==> src/rtl/vscale_fetch_stage.sv <==
// rtl/vscale_fetch_stage.sv - IF stage: PC_IF register, imem request/response handshake, DX delivery
// Optional: VSCALE_FETCH_PERF_EN adds the fetch_stall_cycles counter output.
module vscale_fetch_stage #(
    parameter logic [31:0] RESET_PC = 32'h0000_0200,
    parameter logic [31:0] NOP_INST = 32'h0000_0013
) (
    input  logic        clk,
    input  logic        reset_n,
    input  logic [31:0] PC_PIF,
    input  logic        kill_IF,
    input  logic        stall_DX,
    input  logic        kill_DX,
    output logic        imem_req_valid,
    output logic [31:0] imem_req_addr,
    input  logic        imem_req_ready,
    input  logic        imem_resp_valid,
    input  logic [31:0] imem_resp_data,
    output logic [31:0] PC_IF,
    output logic [31:0] PC_DX,
    output logic [31:0] inst_DX,
    output logic        inst_valid_DX
`ifdef VSCALE_FETCH_PERF_EN
    ,
    output logic [31:0] fetch_stall_cycles
`endif
);

    typedef enum logic [1:0] {
        S_REQ  = 2'd0,
        S_WAIT = 2'd1,
        S_HOLD = 2'd2
    } state_t;

    state_t      state_q, state_d;
    logic [31:0] pc_if_q, pc_if_d;
    logic [31:0] pc_dx_q, pc_dx_d;
    logic [31:0] inst_dx_q, inst_dx_d;
    logic [31:0] skid_q, skid_d;
    logic        inst_valid_q, inst_valid_d;
    logic        drop_q, drop_d;
    logic        deliver;
    logic [31:0] deliver_data;

    always_comb begin
        state_d        = state_q;
        pc_if_d        = pc_if_q;
        drop_d         = drop_q;
        skid_d         = skid_q;
        deliver        = 1'b0;
        deliver_data   = skid_q;
        imem_req_valid = 1'b0;
        case (state_q)
            S_REQ: begin
                imem_req_valid = 1'b1;
                if (imem_req_ready) begin
                    state_d = S_WAIT;
                    if (kill_IF) begin
                        drop_d  = 1'b1;
                        pc_if_d = PC_PIF;
                    end
                end else if (kill_IF) begin
                    pc_if_d = PC_PIF;
                end
            end
            S_WAIT: begin
                if (imem_resp_valid) begin
                    state_d = S_REQ;
                    if (drop_q || kill_IF) begin
                        drop_d = 1'b0;
                        if (kill_IF) pc_if_d = PC_PIF;
                    end else if (!stall_DX) begin
                        deliver      = 1'b1;
                        deliver_data = imem_resp_data;
                        pc_if_d      = PC_PIF;
                    end else begin
                        skid_d  = imem_resp_data;
                        state_d = S_HOLD;
                    end
                end else if (kill_IF) begin
                    drop_d  = 1'b1;
                    pc_if_d = PC_PIF;
                end
            end
            S_HOLD: begin
                if (kill_IF) begin
                    pc_if_d = PC_PIF;
                    state_d = S_REQ;
                end else if (!stall_DX) begin
                    deliver = 1'b1;
                    pc_if_d = PC_PIF;
                    state_d = S_REQ;
                end
            end
            default: state_d = S_REQ;
        endcase
    end

    // A delivery wins over kill_DX; otherwise a free-running DX takes a bubble.
    always_comb begin
        pc_dx_d      = pc_dx_q;
        inst_dx_d    = inst_dx_q;
        inst_valid_d = inst_valid_q;
        if (deliver) begin
            pc_dx_d      = pc_if_q;
            inst_dx_d    = deliver_data;
            inst_valid_d = 1'b1;
        end else if (kill_DX || !stall_DX) begin
            inst_dx_d    = NOP_INST;
            inst_valid_d = 1'b0;
        end
    end

    always_ff @(posedge clk or negedge reset_n) begin
        if (!reset_n) begin
            state_q      <= S_REQ;
            pc_if_q      <= RESET_PC;
            pc_dx_q      <= 32'h0;
            inst_dx_q    <= NOP_INST;
            inst_valid_q <= 1'b0;
            skid_q       <= 32'h0;
            drop_q       <= 1'b0;
        end else begin
            state_q      <= state_d;
            pc_if_q      <= pc_if_d;
            pc_dx_q      <= pc_dx_d;
            inst_dx_q    <= inst_dx_d;
            inst_valid_q <= inst_valid_d;
            skid_q       <= skid_d;
            drop_q       <= drop_d;
        end
    end

`ifdef VSCALE_FETCH_PERF_EN
    logic [31:0] stall_cnt_q, stall_cnt_d;

    always_comb begin
        stall_cnt_d = stall_cnt_q;
        if (!deliver) stall_cnt_d = stall_cnt_q + 32'd1;
    end

    always_ff @(posedge clk or negedge reset_n) begin
        if (!reset_n) stall_cnt_q <= 32'h0;
        else          stall_cnt_q <= stall_cnt_d;
    end

    assign fetch_stall_cycles = stall_cnt_q;
`endif

    assign imem_req_addr = pc_if_q;
    assign PC_IF         = pc_if_q;
    assign PC_DX         = pc_dx_q;
    assign inst_DX       = inst_dx_q;
    assign inst_valid_DX = inst_valid_q;

endmodule

==> config.mk <==
export PLATFORM = sky130hd
export DESIGN_NAME = vscale_fetch_stage
export DESIGN_NICKNAME = d
export VERILOG_FILES = /design/src/rtl/vscale_fetch_stage.sv
export SDC_FILE = /design/constraint.sdc
export NUM_CORES = 1
export LEC_CHECK = 0
export ABC_AREA = 1
export BUFFER_PORTS_ARGS = -buffer_cell sky130_fd_sc_hd__buf_2
export CAP_MARGIN = 20
export CORE_AREA = 2 2 125 139
export CTS_BUF_LIST = sky130_fd_sc_hd__clkbuf_8 sky130_fd_sc_hd__clkbuf_16
export CTS_CLUSTER_DIAMETER = 80
export DETAILED_ROUTE_END_ITERATION = 7
export DIE_AREA = 0 0 127 141
export PLACE_DENSITY = 0.85
export SETUP_SLACK_MARGIN = 0.1
export SLEW_MARGIN = 0
export SYNTH_ARGS = -nofsm -noshare
export SYNTH_HDL_FRONTEND = slang
export SYNTH_SLANG_ARGS = --single-unit
==> constraint.sdc <==
create_clock -name clk -period 1.7 [get_ports clk]
set_input_delay 0.085 -clock clk [delete_from_list [all_inputs] [get_ports clk]]
set_output_delay 0.085 -clock clk [all_outputs]
set_load 0.1 [all_outputs]
; ---- Word-level counts from Yosys, hierarchy flattened
; Index checks and enable logic that the tools add are counted.
[totals]
reg_bits = 132
latchBits = 0
ram_bits = 0
mem_bits_ro = 0
output_inout_bits = 130
word_cells = 56
n_memories = 0
[classes]
n_addsub = 0
mul = 0
n_div = 0
order_cmp = 0
n_eq_ne = 6
n_shift = 0
mux = 32
bitwise = 1
reduce_logical = 10
[op_table]
columns = operator, count
row1 = $mux W32, 11
row2 = $pmux W32 S3, 1
row3 = $mux W2, 6
row4 = $mux W1, 11
row5 = $ne A3 B3 Y1 const B, 2
row6 = $pmux W2 S3, 1
row7 = $reduce_and A3 Y1, 2
row8 = $ne A2 B2 Y1 const B, 2
row9 = $pmux W1 S2, 2
row10 = $reduce_and A4 Y1, 1
row11 = $reduce_bool A2 Y1, 2
row12 = $reduce_bool A3 Y1, 1
row13 = $eq A2 B1 Y1 const B, 1
row14 = $eq A2 B2 Y1 const B, 1
row15 = $logic_not A2 Y1, 1
row16 = $logic_or A1 B1 Y1, 2
row17 = $logic_not A1 Y1, 1
row18 = $not A1 Y1, 1

; ---- Depth between registers and ports, before layout
; Gate-level depths: netlist of run 1.
[logic_depth]
depth_word = 5
depth_mapped = 11
depth_no_buf = 10

; ---- Worst setup path after synthesis of run 1
; No wires, ideal clock.
[synth_path]
path_type = register to register
startpoint = register state_q[0]
endpoint = register drop_q
arrival_ps = 1742
required_ps = 1570
setup_slack_ps = -172
path_stages_with_launch = 6
path_buffers = 0
path_cell_list = dfrtp_1 inv_1 ha_1 nand2_1 a21oi_1 a211oi_1
[synth_via]
elab_chain_len = 3
elab_cells_between_ends = 7
cone_classes = eq/ne (3) / mux (1) / reduce/logical (3)
[synth_rtl]
columns = item, line_no
row1 = start: declaration, 34  ; state_t state_q, state_d;
row2 = start signal: assignment, 123  ; state_q <= state_d;
row3 = $eq A2 B1 Y1 or $logic_not A2 Y1 (tied branches), 52  ; case (state_q)
row4 = $ne A3 B3 Y1 (no source line) (tied with other cells), -
row5 = $reduce_and A3 Y1 (no source line), -
row6 = end signal: assignment, 129  ; drop_q <= drop_d;
row7 = end: declaration, 40  ; logic drop_q, drop_d;
; Parallel ways exist; a longest one is shown, timed or not.
; A chain may end at the register's enable or synchronous reset.

; ---- Final worst setup path of run 1
[layout_path]
startpoint = register state_q[0]
endpoint = register pc_if_q[3] (netlist: PC_IF[3])
[layout_via]
elab_chain_len = 2
elab_cells_between_ends = 5
cone_classes = eq/ne (2) / mux (1) / reduce/logical (2)
[layout_rtl]
columns = item, line_no
row1 = $eq A2 B2 Y1 (tied with other cells), 52
row2 = $pmux W32 S3 or $reduce_bool A3 Y1 (tied branches), -
row3 = end signal: assignment, 124  ; pc_if_q <= pc_if_d;
row4 = end: declaration, 35  ; logic [31:0] pc_if_q, pc_if_d;
; Parallel ways exist; a longest one is shown, timed or not.

==> results of run 1 <==
==> layout make-up <==
class | instances | area share
clock buffer | 21 | 0.0471
clock inverter | 11 | 0.0133
inverter | 143 | 0.0536
multi-input combinational | 671 | 0.345
sequential | 132 | 0.326
tap | 208 | 0.0255
timing repair buffer | 270 | 0.189
==> cell usage after synthesis <==
| library cell | number | area, um^2 |
|---|---|---|
| clkinv_2 | 1 | 5.00 |
| buf_4 | 35 | 263 |
| o21ai_0 | 127 | 636 |
| clkbuf_2 | 1 | 5.00 |
| ha_1 | 4 | 50.1 |
| nor2_1 | 5 | 18.8 |
| nand2_1 | 389 | 1460 |
| nand2_2 | 1 | 6.26 |
| o211ai_2 | 1 | 12.5 |
| a21boi_0 | 1 | 7.51 |
| o21ai_2 | 23 | 201 |
| nand3_2 | 2 | 20.0 |
| o21ai_1 | 9 | 45.0 |
| nand3_1 | 100 | 500 |
| nor2_8 | 1 | 20.0 |
| a211oi_1 | 1 | 7.51 |
| dfstp_2 | 4 | 105 |
| a21oi_1 | 4 | 20.0 |
| dfrtp_1 | 128 | 3200 |
| or2_2 | 1 | 6.26 |
| buf_2 | 24 | 120 |
| nand3_4 | 1 | 17.5 |
| buf_6 | 8 | 90.1 |
| nand2_4 | 1 | 11.3 |
| inv_1 | 139 | 522 |
| inv_2 | 3 | 11.3 |
| clkbuf_1 | 28 | 105 |
==> registers in the layout (all words and copies together), names as in the netlist <==
name and flops:
PC_DX 32, PC_IF 32, inst_DX 32, skid_q 32, state_q 2, drop_q 1, inst_valid_DX 1
==> metal layers <==
| layer | vias up | part of all wire | GRT usage |
|---|---|---|---|
| met2 | 330 | 0.50 | 0.371 |
| li1 | 3593 | - | - |
| met1 | 3492 | 0.41 | 0.277 |
| met4 | 0 | 0.023 | 0.0706 |
| met5 | - | 0 | 0 |
| met3 | 49 | 0.067 | 0.0467 |
==> through the flow <==
step,utilization,instances
5_1_grt,0.613,1456
6_report,0.613,1456
3_5_place_dp,0.513,1380
2_1_floorplan,-,1042
4_1_cts,0.572,1446
3_3_place_gp,0.513,1380
==> power by group <==
| group | internal, W | switching, W |
|---|---|---|
| clock | 0.00245 | 0.00138 |
| sequential | 0.00416 | 0.000733 |
| combinational | 0.00266 | 0.0103 |
==> worst max path at each step <==
stage	to	slack (ns)	depth (start not counted)
detailed placement	inst_DX[22]	-0.04	10
CTS	PC_IF[4]	0.08	9
global route	PC_DX[9]	-0.002	11
finish	PC_IF[3]	0.04	9
floorplan	PC_IF[10]	0.09	10
global placement	inst_DX[10]	0.02	10
==> cell usage in the layout (no fill, tap or decap), drive strengths merged <==
cell type and count:
o211ai 1, a21oi 4, bufinv 3, nor2 6, or2 1, clkbuf 28, nand3 103, clkinvlp 2
inv 147, o21ai 159, nand2 391, dfstp 4, a211oi 1, dfrtp 128, ha 4, dlygate4sd3 33
a21boi 1, clkinv 2, buf 230
==> logic make-up (layout without fill, tap and decap cells) <==
| family | count (synthesis) | after routing |
|---|---|---|
| buffers and inverters | 239 | 445 |
| and+or+nand+nor | 501 | 501 |
| DFF | 132 | 132 |
| adders and majority gates | 4 | 4 |
| AOI/OAI and AO/OA | 166 | 166 |
==> worst min-delay path, cell delays in order <==
cell	delay [ns]
buf_2	0.13
nand3_1	0.09
o21ai_0	0.10
==> what timing repair did <==
action | in CTS | in global routing
endpoints found under the hold margin | 123 | 0
pin swaps | 0 | 29
buffers inserted | 1 | 2
endpoints found under the setup margin | 89 | 94
cloned | 0 | 8
hold buffers | 33 | 0
gates resized for setup | 10 | 126
==> run metrics, run 1 <==
Worst R2R Start=state_q[0]; fin. max-slew vios=0; synth warn=0; critical path's top delay family=flip-flops; worst reg2reg setup slack=0.04 ns; Highest Clock Rate=601 MHz; total power=0.0217 W; Reg clk slew, reported paths=0.06 ns; Fin. Hold Viols=0; Hold WS=0.0559 ns; max cap viols=0; Total Routing Usage GR=0.218; die outline height=141 um; DP Area=8530 um^2; setup slack after layout=0.0374 ns; multi-input logic area=3520 um^2; Core ar.=16600 um^2; Post-Synth Simple-Gate Area=0.276; antenna diode count=0; site row count=50; Worst Hold End=state_q[1]; Num CTS Buffers=17; IO Count=201; worst slew pin tran=0.532 ns; Fin Clk Skew=0.00826 ns; post-route cell area=10200 um^2; Worst IR Drop VDD=1420 uV; buffers and inverters on the worst path=3; drt first pass iters=7; Port Buffers=200; gpl congestion=0.845; origin of the worst setup path=state_q[0]; Clock Tree Buf Depth=2; Clk Tree Root Cell=clkbuf_16; Finish-stage setup viols=0; crit-path most repeated cell=nand2_1; CP Max Fanout=8; Crit path required time=2.00 ns; Synth Area in Compound Gates=0.124; largest family of logic cells by synthesized area=simple AND/OR/NAND/NOR gates; max_slew headroom=0.647; setup TNS=0 ns; synthesized flop and latch total=132; Worst setup EP type=register; DIE AREA=17900 um^2; mux contribution to synthesized area=0; routed wire length=21700 um; HP Class=in -> reg; die width=127 um; Antenna Nets Post-Route=0; count of different cell masters after synthesis=27; outcome=finished, final reports clean; Leakage=5.72 nW; worst slack, placed=-0.0407 ns; xor/xnor share of the synthesized area=0; Critical Path, Cell by Cell=inv_4 > ha_4 > a21boi_4 > nand2_4 > clkbuf_16 > nand2_1 > nand3_1 > nand2_1 > inv_1; sequential share of the synthesized area=0.443; share of cells above drive strength 1=0.318; RR Endpoint=PC_IF[3]; largest net degree at the start of global routing=97; max incr delay on CP=0.43 ns; nets=1310; Net Count, Synth=1117; Layout Area Growth over Synthesis=36.5%; Initial Util=0.449; total congestion overflow=0; reg2reg path depth=9; hold path start=stall_DX; DRC=0; Setup CP Type=reg -> reg; DR vias/cell=5.13; number of global-route vias before repair=6697; crit start category=register; average wire per standard cell=14.9 um; post-DP HPWL=12700 um; DR vias=7464; CTS tree=built; Synth Area in Adders=0.00670; Tmin final=1.66 ns; Clock Latency Late Sink=0.42 ns; antenna violations before repair=0; Final period util=0.978; unrepaired setup endpoints after global routing=true; fill cell count=1322; Cell Area, Synth=7470 um^2; arrival time of the worst setup path=1.97 ns; power density over the cells=2130 nW/um^2; Critical-path top delay cell=dfrtp_2; global-route wire length before repair=31800 um; Iter 0 DRT Violations=530; hold path depth=3; Gate Count Post-Synth=1042; H-tree depth=4; Sink Count=132; Mean Syn Cell Area=7.17 um^2; register area=3320 um^2
No activity file was read; power rests on OpenSTA's default activity.
==> inputs of run 2 (changes only) <==
Settings changed: ABC_AREA 1 to not set, CORE_AREA 2 2 125 139 to 2 2 117 131, DIE_AREA 0 0 127 141 to 0 0 119 133, GPL_TIMING_DRIVEN set to 0, PLACE_DENSITY 0.85 to 0.87.
==> run metrics, run 2 <==
outcome=finished with violations; Cell Area, Synth=6560 um^2 (-12%); Final period util=1.09 (+0.108); Post-synth EDFFs=0 (unchanged); synthesized flop and latch total=132 (unchanged); total congestion overflow=0 (unchanged); die width=119 um (-6.3%); DR vias/cell=5.72 (+12%); Reg clk slew, reported paths=0.06 ns (about the same); H-tree depth=4 (unchanged); max cap viols=0 (unchanged); share of cells above drive strength 1=0.516 (+0.198); top-count cell post-synth=dfrtp_1; nets=945 (-28%); Main synth FF type=dfrtp_1; worst slew pin tran=0.810 ns (+0.278 ns); setup TNS=-10.35 ns (-10.35 ns); fill cell count=973 (-26%); drt first pass iters=5 (-2); Num CTS Buffers=17 (unchanged); Highest Clock Rate=542 MHz (-9.9%); instance count on the critical path=8 (-1); Net Count, Synth=637 (-43%); sequential share of the synthesized area=0.504 (+0.0611); IO Count=201 (unchanged); Layout Area Growth over Synthesis=53.8%; DRC=0 (unchanged); hold path depth=3 (unchanged); Worst setup EP type=register; Gate Count Post-Synth=562 (-46%); Tmin final=1.85 ns (+0.183 ns); post-synth top area share=0.488 (+0.0592); Crit path required time=1.99 ns (about the same); Iter 0 DRT Violations=483 (-8.9%); buffers and inverters on the worst path=4 (+1); violated checks=setup timing; DIE AREA=15800 um^2 (-12%); Sink Count=132 (unchanged); post-DP HPWL=12500 um (-1.9%); Worst Hold End=PC_IF[10]; gpl congestion=0.833 (-1.5%); Mean Syn Cell Area=11.7 um^2 (+63%); antenna violations before repair=0 (unchanged); average wire per standard cell=20.6 um (+38%); global-route wire length before repair=33800 um (+6.1%); synth warn=0 (unchanged); Antenna Nets Post-Route=0 (unchanged); count of different cell masters after synthesis=31 (+15%); Fin. Hold Viols=0 (unchanged); hold path start=PC_PIF[10]; Clk Tree Root Cell=clkbuf_16; Worst R2R Start=state_q[1]; Setup CP Type=reg -> reg; RR Endpoint=skid_q[21]; Total Routing Usage GR=0.271 (+0.0534); antenna diode count=0 (unchanged); Yosys top cell by area=dfrtp_1; CP Max Fanout=6 (-2); Async SR Flop Fraction=1.00 (unchanged); max incr delay on CP=0.39 ns (-0.04 ns); Clock Latency Late Sink=0.42 ns (about the same); top post-synthesis cells by area=dfrtp_1 (49%), o221ai_1 (8.5%), mux2_2 (6.9%); max_slew headroom=0.460 (-0.188); Clock Tree Buf Depth=2 (unchanged); Core ar.=14600 um^2 (-12%); routed wire length=22200 um (+2.4%); Finish-stage setup viols=124 (+124); crit start category=register; CTS tree=built; Initial Util=0.448 (-0.000611); Fin Clk Skew=0.0113 ns (+0.00305 ns); worst reg2reg setup slack=-0.15 ns (-0.18 ns); setup slack after layout=-0.146 ns (-0.183 ns); HP Class=in -> reg; site row count=47 (-6.0%); unrepaired setup endpoints after global routing=true; commonest non-fill, non-tap cell in the layout=buf_2; die outline height=133 um (-5.7%); most frequent cells in the layout=buf_2 (198), dfrtp_1 (127), dlygate4sd3_1 (64); fin. max-slew vios=0 (unchanged); largest net degree at the start of global routing=68 (-30%); critical path's top delay family=buffers and inverters; Port Buffers=199 (-0.50%); number of global-route vias before repair=6283 (-6.2%); Post-synth top cells=dfrtp_1 (128), o221ai_1 (64), mux2_2 (40); Critical Path, Cell by Cell=inv_2 > ha_4 > nand3b_4 > buf_12 > nor3b_4 > buf_6 > clkbuf_16 > mux2_4; Critical-path top delay cell=dfrtp_1; DR vias=6169 (-17%); arrival time of the worst setup path=2.14 ns (+0.17 ns); reg2reg path depth=8 (-1)
==> run 2: cell count changes in the layout (fill, tap and decap cells not counted), sizes merged, moves of 33 or more <==
cell and change:
nand2 -358, inv -138, o21ai -130, nand3 -71, mux2 +67, o221ai +64
buf +39, nor3b +33
==> run 2: worst max-delay path by stage <==
stage | start | to | slack, ns
3_3_place_gp | reset_n | PC_DX[19] | -1.25
4_1_cts | state_q[0] | inst_DX[1] | -0.13
3_5_place_dp | state_q[1] | inst_DX[21] | -0.34
6_report | state_q[1] | skid_q[21] | -0.15
2_1_floorplan | state_q[0] | PC_DX[0] | -0.07
5_1_grt | state_q[1] | skid_q[21] | -0.22
==> run 2: cell families after synthesis <==
group           synth area share
buf+inv                   0.0757
flops                      0.504
compound gates             0.145
mux                        0.176
fa+ha+maj                0.00763
simple gates              0.0913
==> run 2: metal layers <==
layer	global-route usage	part of all wire
met5	0	0
met3	0.0638	0.071
met4	0.128	0.035
met1	0.310	0.37
met2	0.477	0.52
==> run 2: cell type report <==
class,instances,area [um^2],share of cell area
Sequential cell,132,3310,0.328
Multi-Input combinational cell,344,3250,0.321
Timing Repair Buffer,289,2050,0.203
Buffer,78,677,0.0670
Clock buffer,21,480,0.0476
Tap cell,196,245,0.0243
Clock inverter,11,61.3,0.00607
Inverter,8,30.0,0.00297
==> run 2: tightest hold or removal path, delay by kind of cell <==
family | cells | cell delay [ns]
AO/OA/AOI/OAI | 1 | 0.12
AND/OR/NAND/NOR | 1 | 0.09
buffers and inverters | 1 | 0.10
==> run 2: per-stage QoR <==
stage | utilization | cell area (um^2) | cells | setup slack, ns | hold WS, ns
floorplan | - | 6770 | 562 | -0.0659 | -0.211
global placement | 0.547 | 8010 | 957 | -1.25 | 0.333
detailed placement | 0.549 | 8040 | 958 | -0.339 | 0.126
CTS | 0.670 | 9820 | 1076 | -0.134 | 0.00186
global route | 0.690 | 10100 | 1079 | -0.221 | 0.0243
finish | 0.690 | 10100 | 1079 | -0.146 | 0.0233
==> run 2: what timing repair did <==
item                       in CTS  in global routing
hold endpoints to repair      150                  0
buffers inserted               14                  2
resized for setup             122                 65
setup endpoints to repair     131                133
hold buffers                   64                  0
cloned                          8                  1
pin swaps                      23                 11
Power of run 2 is left out: the tool's default activity adds up to more than one toggle a clock period on the data nets, which glitch-free logic cannot reach.
==> inputs of run 3 (changes only) <==
Clock period 1.7 ns to 1.6 ns, I/O delays scaled along.
==> run metrics, run 3 (synthesized netlist as in run 2, its figures left out) <==
Worst setup EP type=register; crit start category=register; Tmin final=1.94 ns (+0.0922 ns); DIE AREA=15800 um^2 (unchanged); setup slack after layout=-0.338 ns (-0.192 ns); Setup CP Type=reg -> reg; unrepaired setup endpoints after global routing=true; Finish-stage setup viols=129 (+4.0%); DR vias=6236 (+1.1%); Total Routing Usage GR=0.276 (+0.00522); DR vias/cell=5.76 (+0.81%); CTS tree=built; fill cell count=917 (-5.8%); Highest Clock Rate=516 MHz (-4.8%); Initial Util=0.448 (unchanged); Final period util=1.21 (+0.126); Reg clk slew, reported paths=0.06 ns (about the same); Fin Clk Skew=0.00707 ns (-0.00425 ns); antenna violations before repair=0 (unchanged); arrival time of the worst setup path=2.25 ns (+0.11 ns); Crit path required time=1.91 ns (-0.08 ns); max_slew headroom=0.471 (+0.0114); worst slew pin tran=0.793 ns (-0.0171 ns); IO Count=201 (unchanged); DRC=0 (unchanged); drt first pass iters=6 (+1); Num CTS Buffers=17 (unchanged); Fin. Hold Viols=0 (unchanged); max cap viols=0 (unchanged); Layout Area Growth over Synthesis=57.7%; number of global-route vias before repair=6315 (+0.51%); Placed Cells=958 (unchanged); Clock Latency Late Sink=0.43 ns (about the same); nets=948 (+0.32%); post-DP HPWL=12600 um (+0.68%); share of cells above drive strength 1=0.526 (+0.00954); Sink Count=132 (unchanged); Port Buffers=199 (unchanged); die width=119 um (unchanged); Core ar.=14600 um^2 (unchanged); register area=3310 um^2 (about the same); Worst R2R Start=state_q[1]; gpl congestion=0.801 (-3.8%); Antenna Nets Post-Route=0 (unchanged); routed wire length=22900 um (+3.0%); Clock Tree Buf Depth=2 (unchanged); violated checks=setup timing; commonest non-fill, non-tap cell in the layout=buf_2; antenna diode count=0 (unchanged); outcome=finished with violations; hold path start=kill_IF; multi-input logic area=3320 um^2 (+2.4%); die outline height=133 um (unchanged); most frequent cells in the layout=buf_2 (163), dfrtp_1 (125), buf_4 (73); largest net degree at the start of global routing=76 (+12%); CP Max Fanout=10 (+4); site row count=47 (unchanged); average wire per standard cell=21.1 um (+2.8%); Iter 0 DRT Violations=521 (+7.9%); HP Class=in -> reg; Post-Layout Cell Count=1082 (+0.28%); H-tree depth=4 (unchanged); total congestion overflow=0 (unchanged); fin. max-slew vios=0 (unchanged); origin of the worst setup path=state_q[1]; Clk Tree Root Cell=clkbuf_16; global-route wire length before repair=34200 um (+1.2%)
[run 3: cell types whose count changed in the layout (fill, tap and decap cells not counted), sizes merged]
cell	previous run	this run
inv	9	10
bufinv	0	3
clkbuf	55	53
dlygate4sd3	64	67
clkinv	8	6
clkinvlp	2	1
buf	269	270
[run 3: timing repair]
action / CTS / global route
cloned: 6 / 2
endpoints found under the hold margin: 147 / 0
pin swaps: 9 / 14
hold buffers: 67 / 0
resized for setup: 97 / 115
setup endpoints to repair: 157 / 144
buffers inserted: 17 / 3
[run 3: cell type report]
| class | instances | area share |
|---|---|---|
| multi-input cells | 344 | 0.321 |
| clock buffers | 20 | 0.0451 |
| well taps | 196 | 0.0237 |
| flip-flops and latches | 132 | 0.320 |
| inverters | 8 | 0.00290 |
| clock inverters | 12 | 0.0146 |
| plain buffers | 77 | 0.0637 |
| repair buffers | 293 | 0.209 |
[run 3: critical path, stage by stage (launching register included)]
cell      delay [ns]
dfrtp_1         0.42
inv_2           0.14
ha_4            0.16
nand3b_4        0.10
buf_12          0.15
nor3b_4         0.19
buf_6           0.18
buf_12          0.16
mux2_4          0.32
[run 3: metrics by stage]
stage / setup slack, ns / TNS [ns] / hold WS (ns) / util / area (um^2)
global route: -0.381 / -39.22 / 0.0603 / 0.707 / 10400
detailed placement: -0.458 / -43.66 / 0.0916 / 0.557 / 8160
CTS: -0.262 / -26.36 / 0.0194 / 0.679 / 9940
global placement: -1.31 / -206.70 / 0.327 / 0.555 / 8120
floorplan: -0.166 / -10.35 / -0.216 / - / 6880
finish: -0.338 / -32.92 / 0.0513 / 0.707 / 10400
[run 3: layer usage]
metal,wire [um],vias to the layer above,GRT usage
li1,-,2705,-
met1,8650,3119,0.330
met2,12100,348,0.475
met3,1450,64,0.0741
met4,649,0,0.106
met5,0,-,0
[run 3: final timing paths]
check | end | slack [ns] | cells past startpoint
worst min register to register | inst_DX[5] | 0.49 | 2
worst max register to register | skid_q[22] | -0.34 | 8
worst min-delay path | drop_q | 0.05 | 3
max in group asynchronous | inst_DX[0] | 0.61 | 3
worst max-delay path | skid_q[22] | -0.34 | 8
min in group asynchronous | skid_q[25] | 0.20 | 2
Power of run 3 is left out for the same reason.
